`config.mk`:
```
export PLATFORM = sky130hd
export DESIGN_NAME = memory_stage_unit
export DESIGN_NICKNAME = d
export VERILOG_FILES = /design/src/rtl/mem_stage_pkg.sv /design/src/rtl/memory_stage_unit_vec_beat_assembler.sv /design/src/rtl/memory_stage_unit.sv
export SDC_FILE = /design/constraint.sdc
export NUM_CORES = 1
export LEC_CHECK = 0
export ABC_AREA = 1
export CAP_MARGIN = 30
export CORE_AREA = 2 2 262 264
export DETAILED_ROUTE_END_ITERATION = 8
export DIE_AREA = 0 0 264 266
export PLACE_DENSITY = 0.6
export SLEW_MARGIN = 10
export SYNTH_ARGS = -nofsm -noshare
export SYNTH_HDL_FRONTEND = slang
export SYNTH_HIERARCHICAL = 1
export SYNTH_SLANG_ARGS = --single-unit
```
`constraint.sdc`:
```
create_clock -name clk -period 4 [get_ports clk]
set_input_delay 0.4 -clock clk [delete_from_list [all_inputs] [get_ports clk]]
set_output_delay 0.4 -clock clk [all_outputs]
set_load 0.01 [all_outputs]
```
`src/rtl/mem_stage_pkg.sv`:
```
// Shared types and default sizing for the memory-stage access engine.
package mem_stage_pkg;

  localparam int unsigned MS_N   = 24;
  localparam int unsigned MS_VW  = 256;
  localparam int unsigned MS_MW  = 32;
  localparam int unsigned BEATS  = MS_VW / MS_MW;
  localparam int unsigned CNT_W  = $clog2(BEATS) + 1;
  localparam int unsigned LANE_W = $clog2(BEATS);

  typedef enum logic [1:0] {
    IDLE,
    VWR,
    VRD,
    DONE
  } ms_state_t;

endpackage

```
`src/rtl/memory_stage_unit_vec_beat_assembler.sv`:
```
// Collects MW-bit read beats into a VW-bit vector, one lane per enabled cycle.
module vec_beat_assembler
  import mem_stage_pkg::*;
#(
  parameter int unsigned VW = MS_VW,
  parameter int unsigned MW = MS_MW,
  parameter int unsigned LW = LANE_W
) (
  input  logic          clk,
  input  logic          rst,
  input  logic          en,
  input  logic [LW-1:0] lane,
  input  logic [MW-1:0] rdata,
  output logic [VW-1:0] data
);

  always_ff @(posedge clk) begin
    if (rst) begin
      data <= '0;
    end else if (en) begin
      data[MW*int'(lane) +: MW] <= rdata;
    end
  end

endmodule

```
`src/rtl/memory_stage_unit.sv`:
```
// Memory-stage access engine: single-cycle scalar accesses, vector accesses
// serialised into MW-bit beats while the upstream pipeline is stalled.
module memory_stage_unit
  import mem_stage_pkg::*;
#(
  parameter int unsigned N  = MS_N,
  parameter int unsigned VW = MS_VW,
  parameter int unsigned MW = MS_MW
) (
  input  logic          clk,
  input  logic          rst,
  input  logic          MemWriteM,
  input  logic          MemtoRegM,
  input  logic          VecOpM,
  input  logic [N-1:0]  ALUResultM,
  input  logic [N-1:0]  WriteDataM,
  input  logic [VW-1:0] vWriteDataM,
  output logic [N-1:0]  mem_addr,
  output logic [MW-1:0] mem_wdata,
  output logic          mem_we,
  input  logic [MW-1:0] mem_rdata,
  output logic [N-1:0]  ReadDataM,
  output logic [VW-1:0] vReadDataM,
  output logic          StallM,
  output logic          vDoneM
);

  localparam int unsigned NBEATS = VW / MW;
  localparam int unsigned CW     = $clog2(NBEATS) + 1;
  localparam int unsigned LW     = $clog2(NBEATS);

  typedef struct packed {
    logic [N-1:0]  base;
    logic [VW-1:0] vdata;
  } vec_req_t;

  ms_state_t     state, state_nx;
  logic [CW-1:0] beat, beat_nx;
  vec_req_t      req;
  logic          accept;
  logic          cap_en;
  logic [LW-1:0] cap_lane;

  assign accept = (state == IDLE) && VecOpM && (MemWriteM || MemtoRegM);

  // State, beat counter and the vector request captured at accept
  always_ff @(posedge clk) begin
    if (rst) begin
      state <= IDLE;
      beat  <= '0;
      req   <= '0;
    end else begin
      state <= state_nx;
      beat  <= beat_nx;
      if (accept) begin
        req.base  <= ALUResultM;
        req.vdata <= vWriteDataM;
      end
    end
  end

  always_comb begin
    state_nx  = state;
    beat_nx   = beat;
    mem_addr  = req.base + N'(beat);
    mem_wdata = '0;
    mem_we    = 1'b0;
    StallM    = 1'b0;
    cap_en    = 1'b0;
    cap_lane  = LW'(beat - CW'(1));

    case (state)
      IDLE: begin
        mem_addr  = ALUResultM;
        mem_wdata = MW'(WriteDataM);
        mem_we    = MemWriteM && !VecOpM;
        if (accept) begin
          StallM   = 1'b1;
          beat_nx  = '0;
          // A request with both store and load set is handled as a store
          state_nx = MemWriteM ? VWR : VRD;
        end
      end
      VWR: begin
        StallM    = 1'b1;
        mem_we    = 1'b1;
        mem_wdata = req.vdata[MW*int'(beat[LW-1:0]) +: MW];
        if (beat == CW'(NBEATS - 1)) begin
          beat_nx  = '0;
          state_nx = DONE;
        end else begin
          beat_nx = beat + CW'(1);
        end
      end
      VRD: begin
        // Read data trails the address by one cycle; the final count is the drain cycle
        StallM = 1'b1;
        cap_en = (beat != '0);
        if (beat == CW'(NBEATS)) begin
          beat_nx  = '0;
          state_nx = DONE;
        end else begin
          beat_nx = beat + CW'(1);
        end
      end
      DONE: begin
        state_nx = IDLE;
      end
      default: begin
        state_nx = IDLE;
      end
    endcase

    // Reset aborts the operation in the cycle it is seen
    if (rst) begin
      mem_we = 1'b0;
    end
  end

  assign vDoneM    = (state == DONE);
  assign ReadDataM = mem_rdata[N-1:0];

  vec_beat_assembler #(
    .VW(VW),
    .MW(MW),
    .LW(LW)
  ) u_assembler (
    .clk  (clk),
    .rst  (rst),
    .en   (cap_en),
    .lane (cap_lane),
    .rdata(mem_rdata),
    .data (vReadDataM)
  );

endmodule

```
==> results of run 1 <==
## cell families after synthesis
logic type	Yosys count	share of synthesized area [%]
AOI/OAI and AO/OA	758	16.2
xor gates and xnor gates	5	0.180
buffers and inverters	452	8.50
DFF	542	44.5
and+or+nand+nor	1844	29.7
adders and majority gates	16	0.853
## worst paths after layout
path	startpoint	endpoint	slack, ns	cells past startpoint
setup / recovery	beat[2]$_SDFFE_PP0P_	mem_wdata[8]	0.30	8
setup reg to reg	beat[0]$_SDFFE_PP0P_	u_assembler/data[25]$_SDFFE_PP0P_	0.74	14
hold / removal	rst	beat[3]$_SDFFE_PP0P_	0.15	2
hold reg to reg	req[167]$_SDFFE_PP0P_	req[167]$_SDFFE_PP0P_	0.45	2
## state kept, by name, summed over array words and instances (netlist names)
register	cells
u_assembler/data	256
req	280
beat	4
state	2
## metal layers
layer	GRT usage, %	routed length [um]
met1	36.9	44900
met2	45.8	47800
met3	5.71	6820
met4	9.69	3520
met5	0	129
## power groups by stage
stage	Clock [W]	Sequential (W)	Combinational [W]
floorplan	0	0.00655	0.00414
global placement	0	0.00664	0.00667
detailed placement	0	0.00666	0.00670
CTS	0.00560	0.00654	0.00672
global route	0.00582	0.00663	0.00742
finish	0.00551	0.00654	0.00676
## layout by cell type (no fill, tap or decap), types with 3 or more instances in the layout
cell / count
diode_2: 17
nand2_1: 728
clkbuf_8: 15
nor3_1: 56
clkinv_2: 13
o22ai_1: 16
a21oi_1: 214
nand3_1: 66
nand3b_1: 5
inv_6: 3
inv_2: 7
nand3_2: 3
nand4_1: 13
clkdlybuf4s50_1: 678
o211ai_1: 48
xor2_1: 5
o21ai_1: 24
clkbuf_1: 15
inv_1: 152
dfxtp_1: 539
nor2_4: 4
buf_4: 41
clkinvlp_4: 3
ha_1: 13
or2_2: 3
inv_4: 4
buf_12: 8
o21ai_0: 451
clkbuf_16: 60
nor2_1: 957
## through the flow
stage	hold WS [ns]	worst slack, ns	util [%]
final	0.146	0.299	49.2
after global routing	0.145	0.185	49.2
after CTS	0.115	0.0433	49.1
after detailed placement	0.446	0.740	46.2
after global placement	0.441	0.718	46.2
after floorplan	0.430	1.19	-
## worst max-delay path, cell delays in order, from the launching register on
cell and delay (ns):
dfxtp_2 0.39, buf_4 0.45, clkinvlp_4 0.30, buf_4 0.25, buf_4 0.21, o211ai_1 0.12, nand3_1 0.20, nand2_1 0.18
clkdlybuf4s50_1 0.56
## cell type report
class	count	area (um^2)
clock buffers	90	1760
well taps	882	1100
flip-flops and latches	542	10900
repair buffers	729	7270
clock inverters	19	169
inverters	169	659
multi-input cells	2623	11500
diodes	17	42.5
fillers	7105	34400
## what timing repair did
| action | CTS | global route |
|---|---|---|
| resized for setup | 0 | 1 |
| setup buffers | 0 | 4 |
| endpoints found under the setup margin | 0 | 1 |
==> out/metrics.csv, run 1 <==
stage;metric;value;unit
clocking;htreeDepth;2;
power_and_ir_drop;power_frac_clock;29.3;%
sta;rsz0062_at_grt;no;
layout;drive_gt1_share;4.39;%
route;vias_per_cell;5.02;
status;outcome;finished clean;
power_and_ir_drop;switchingPower;0.00721;W
logic_synthesis;synth.largest_area_cell;dfxtp_1;
logic_synthesis;synthDistinctLibCells;39;
floorplanning;rows;96;
sta;relSlewSlack;20.0;%
clocking;cts_tree;yes;
hold_path;min_path_type;input pin to flip-flop;
clocking;clockRootBuffer;clkbuf_16;
logic_synthesis;synth_edf_count;0;
route;vias;25481;
logic_synthesis;synthTopCellsByCount;nor2_1 (957), nand2_1 (728), dfxtp_1 (542), o21ai_0 (451), a21oi_1 (214);
route;wire_per_inst;20.3;um
sta;period_share;92.5;%
logic_synthesis;yosysWarnings;6;
layout;stdcell_area;33300;um^2
grt;antenna_found_initial;24;
clocking;cts_buffer_depth;3;
place;hpwlAfterDp;73700;um
grt;grt_pass1_vias;23334;
worst_setup_path;worstSetupPathType;flip-flop to primary output;
floorplanning;design.die.area;70200;um^2
logic_synthesis;synthFlopType;dfxtp_1;
power_and_ir_drop;p_comb_share;35.9;%
place;place.gp.congestion;0.883;
logic_synthesis;syn_area_per_cell;6.73;um^2
logic_synthesis;yosysMostFrequentCell;nor2_1;
place;dpl_cell_area;31300;um^2
sta;finalCriticalPeriod;3.70;ns
layout;fin_cells;5071;
layout;layout-area-overhead-vs-synth;36.8;%
route;ant_nets;0;
sta;max_freq;270;MHz
power_and_ir_drop;power_density;564;nW/um^2
sta;drv_slew;0;
worst_setup_path;end_kind;primary output;
logic_synthesis;synth_top_area_share;44.5;%
route;dr.pass1.iters;7;
sta;fin_setup_tns;0;ns
clocking;clkSinkCount;542;
place;port_buffers;679;
sta;skew;0.0275;ns
sta;worst_pin_slew;1.20;ns
flow_run;maxCapViolCount;0;
route;drt_iter0_markers;2061;
power_and_ir_drop;seqPwrFrac;34.8;%
route;drt-total-wl;103000;um
sta;finalSetupViolations;0;
route;drcViolationCount;0;
worst_setup_path;cp.required;3.60;ns
power_and_ir_drop;swShare;38.3;%
power_and_ir_drop;p_total;0.0188;W
logic_synthesis;ys_ff_latch;542;
place;dp.cells;4940;
grt;grt_pass1_wl;150000;um
floorplanning;ioPinCount;680;
logic_synthesis;synth_area;24400;um^2
power_and_ir_drop;p_leak;13.0;nW
clocking;numCtsBuffers;60;
worst_setup_path;startpoint_type;flip-flop;
grt;track_usage;28.1;%
grt;grt-ovfl-total;0;
logic_synthesis;seq_area_frac_synth;44.5;%
floorplanning;initial_core_util;36.0;%
worst_setup_path;path_max_fanout;35;
floorplanning;core;67700;um^2
logic_synthesis;ys_top_cells_by_area;dfxtp_1 (45%), nor2_1 (15%), nand2_1 (11%);
clocking;clk_latency;0.64;ns
layout;nNetsFinal;4482;
logic_synthesis;synthCells;3617;
grt;grt_max_degree;226;
floorplanning;die_w;264;um
worst_setup_path;cp.arrival;3.30;ns
clocking;clk_pin_slew_worst_paths;0.06;ns
sta;hold_viol;0;
floorplanning;die_h;266;um
power_and_ir_drop;vdd_drop_max;357;uV
clocking;ctsHoldBuffers;0;
logic_synthesis;async_flop_share;0;%
power_and_ir_drop;power.internal;0.0116;W
logic_synthesis;syn_nets;3974;
Note: power is estimated with default switching activity, not from simulation.
==> run 2, diff against run 1 <==
- SETUP_SLACK_MARGIN: not set -> 0.2
==> out/metrics.csv, run 2 (synthesis results as in run 1) <==
stage;metric;value;unit
status;outcome;finished clean;
route;vias;25500;
grt;track_usage;28.1;%
route;wire_per_inst;20.3;um
sta;period_share;90.1;%
hold_path;min_path_type;input pin to flip-flop;
sta;relSlewSlack;17.4;%
power_and_ir_drop;switchingPower;0.00720;W
layout;drive_gt1_share;4.36;%
sta;max_freq;277;MHz
floorplanning;initial_core_util;36.0;%
layout;nNetsFinal;4480;
floorplanning;design.die.area;70200;um^2
worst_setup_path;path_cells;buf_4, clkinvlp_4, buf_4, buf_4, o211ai_1, nand3_1, nand2_1, clkdlybuf4s50_1;
sta;finalCriticalPeriod;3.61;ns
layout;layout-area-overhead-vs-synth;36.7;%
flow_run;maxCapViolCount;0;
floorplanning;die_h;266;um
grt;antenna_found_initial;24;
layout;layout_common_cells;nor2_1 (956), nand2_1 (728), clkdlybuf4s50_1 (678), dfxtp_1 (539), o21ai_0 (451);
power_and_ir_drop;power_density;565;nW/um^2
layout;finish.utilization;49.2;%
place;hpwlAfterDp;73700;um
worst_setup_path;end_kind;primary output;
worst_setup_path;cp_slowest_stage_delay;0.56;ns
power_and_ir_drop;power_frac_clock;29.3;%
grt;grt_pass1_wl;150000;um
clocking;clk_pin_slew_worst_paths;0.06;ns
clocking;clk_latency;0.64;ns
layout;largestRegisters;req (280), u_assembler/data (256), beat (4);
worst_setup_path;critPathTopFamily;buffers and inverters;
floorplanning;core;67700;um^2
worst_setup_path;path_max_fanout;35;
route;drcViolationCount;0;
layout;final_common_cell;nor2_1;
power_and_ir_drop;seqPwrFrac;34.8;%
worst_setup_path;cp_common_cell;buf_4;
route;drt-total-wl;103000;um
sta;drv_slew;0;
grt;grt-ovfl-total;0;
clocking;clkSinkCount;542;
place;place.gp.congestion;0.883;
floorplanning;die_w;264;um
route;ant_nets;0;
clocking;cts_tree;yes;
worst_setup_path;reg2reg_depth;14;
grt;grt_max_degree;226;
sta;rsz0062_at_grt;no;
sta;finalSetupViolations;0;
worst_setup_path;crit_slowest_cell;clkdlybuf4s50_1;
power_and_ir_drop;swShare;38.3;%
worst_setup_path;cp_num_cells;8;
place;port_buffers;679;
worst_setup_path;cp.required;3.60;ns
clocking;clockRootBuffer;clkbuf_16;
layout;largest-register;req;
clocking;cts_buffer_depth;3;
floorplanning;ioPinCount;680;
route;drt_iter0_markers;2128;
power_and_ir_drop;p_leak;13.0;nW
worst_setup_path;startpoint_type;flip-flop;
route;dr.pass1.iters;5;
clocking;numCtsBuffers;60;
floorplanning;rows;96;
sta;hold_viol;0;
clocking;ctsHoldBuffers;0;
power_and_ir_drop;p_comb_share;35.9;%
sta;worst_pin_slew;1.24;ns
sta;fin_setup_tns;0;ns
power_and_ir_drop;power.internal;0.0116;W
worst_setup_path;worstSetupPathType;flip-flop to primary output;
power_and_ir_drop;vdd_drop_max;357;uV
sta;skew;0.0305;ns
layout;largest_reg_flops;280;
route;vias_per_cell;5.03;
hold_path;whs_path_depth;2;
grt;grt_pass1_vias;23343;
worst_setup_path;cp_num_buf_inv;5;
worst_setup_path;cp.arrival;3.21;ns
clocking;htreeDepth;2;
run 2: final cells by class:
type                       count  area (um^2)
tap                          882         1100
clock inverter                19          169
sequential                   542        10900
clock buffer                  90         1760
fill                        7110        34400
inverter                     169          659
antenna                       14         35.0
multi-input combinational   2623        11500
timing repair buffer         727         7260
run 2: repair_timing:
item	4_1_cts	5_1_grt
gates resized for setup	1	1
hold endpoints to repair	0	0
setup buffers	2	0
pin swaps	0	0
setup endpoints to repair	4	1
run 2: final timing paths:
check	start	end	slack, ns
worst max-delay path	beat[2]$_SDFFE_PP0P_	mem_wdata[8]	0.39
worst min-delay path	rst	beat[3]$_SDFFE_PP0P_	0.15
worst max register to register	beat[0]$_SDFFE_PP0P_	u_assembler/data[25]$_SDFFE_PP0P_	0.74
worst min register to register	req[167]$_SDFFE_PP0P_	req[167]$_SDFFE_PP0P_	0.45
run 2: routing by layer:
layer | GRT usage (%) | vias to the layer above | wire length (um)
met5 | 0 | - | 133
met2 | 45.9 | 876 | 47700
met4 | 9.69 | 20 | 3340
met1 | 36.9 | 11894 | 44600
li1 | - | 12545 | -
met3 | 5.71 | 165 | 7200
run 2: through the flow:
step	setup slack, ns	total power [W]	hold slack, ns	cell area, um^2	cells
2_1_floorplan	1.19	0.0107	0.430	24400	3617
3_3_place_gp	0.718	0.0133	0.441	31300	4940
3_5_place_dp	0.740	0.0134	0.446	31300	4940
4_1_cts	0.340	0.0189	0.115	33300	5051
5_1_grt	0.263	0.0199	0.145	33300	5064
6_report	0.395	0.0188	0.154	33300	5066
run 2: power by group through the flow:
stage / clock, W / combinational, W / sequential (W)
6_report: 0.00551 / 0.00675 / 0.00654
5_1_grt: 0.00582 / 0.00742 / 0.00663
4_1_cts: 0.00560 / 0.00672 / 0.00654
3_5_place_dp: 0 / 0.00670 / 0.00666
3_3_place_gp: 0 / 0.00667 / 0.00664
2_1_floorplan: 0 / 0.00414 / 0.00655
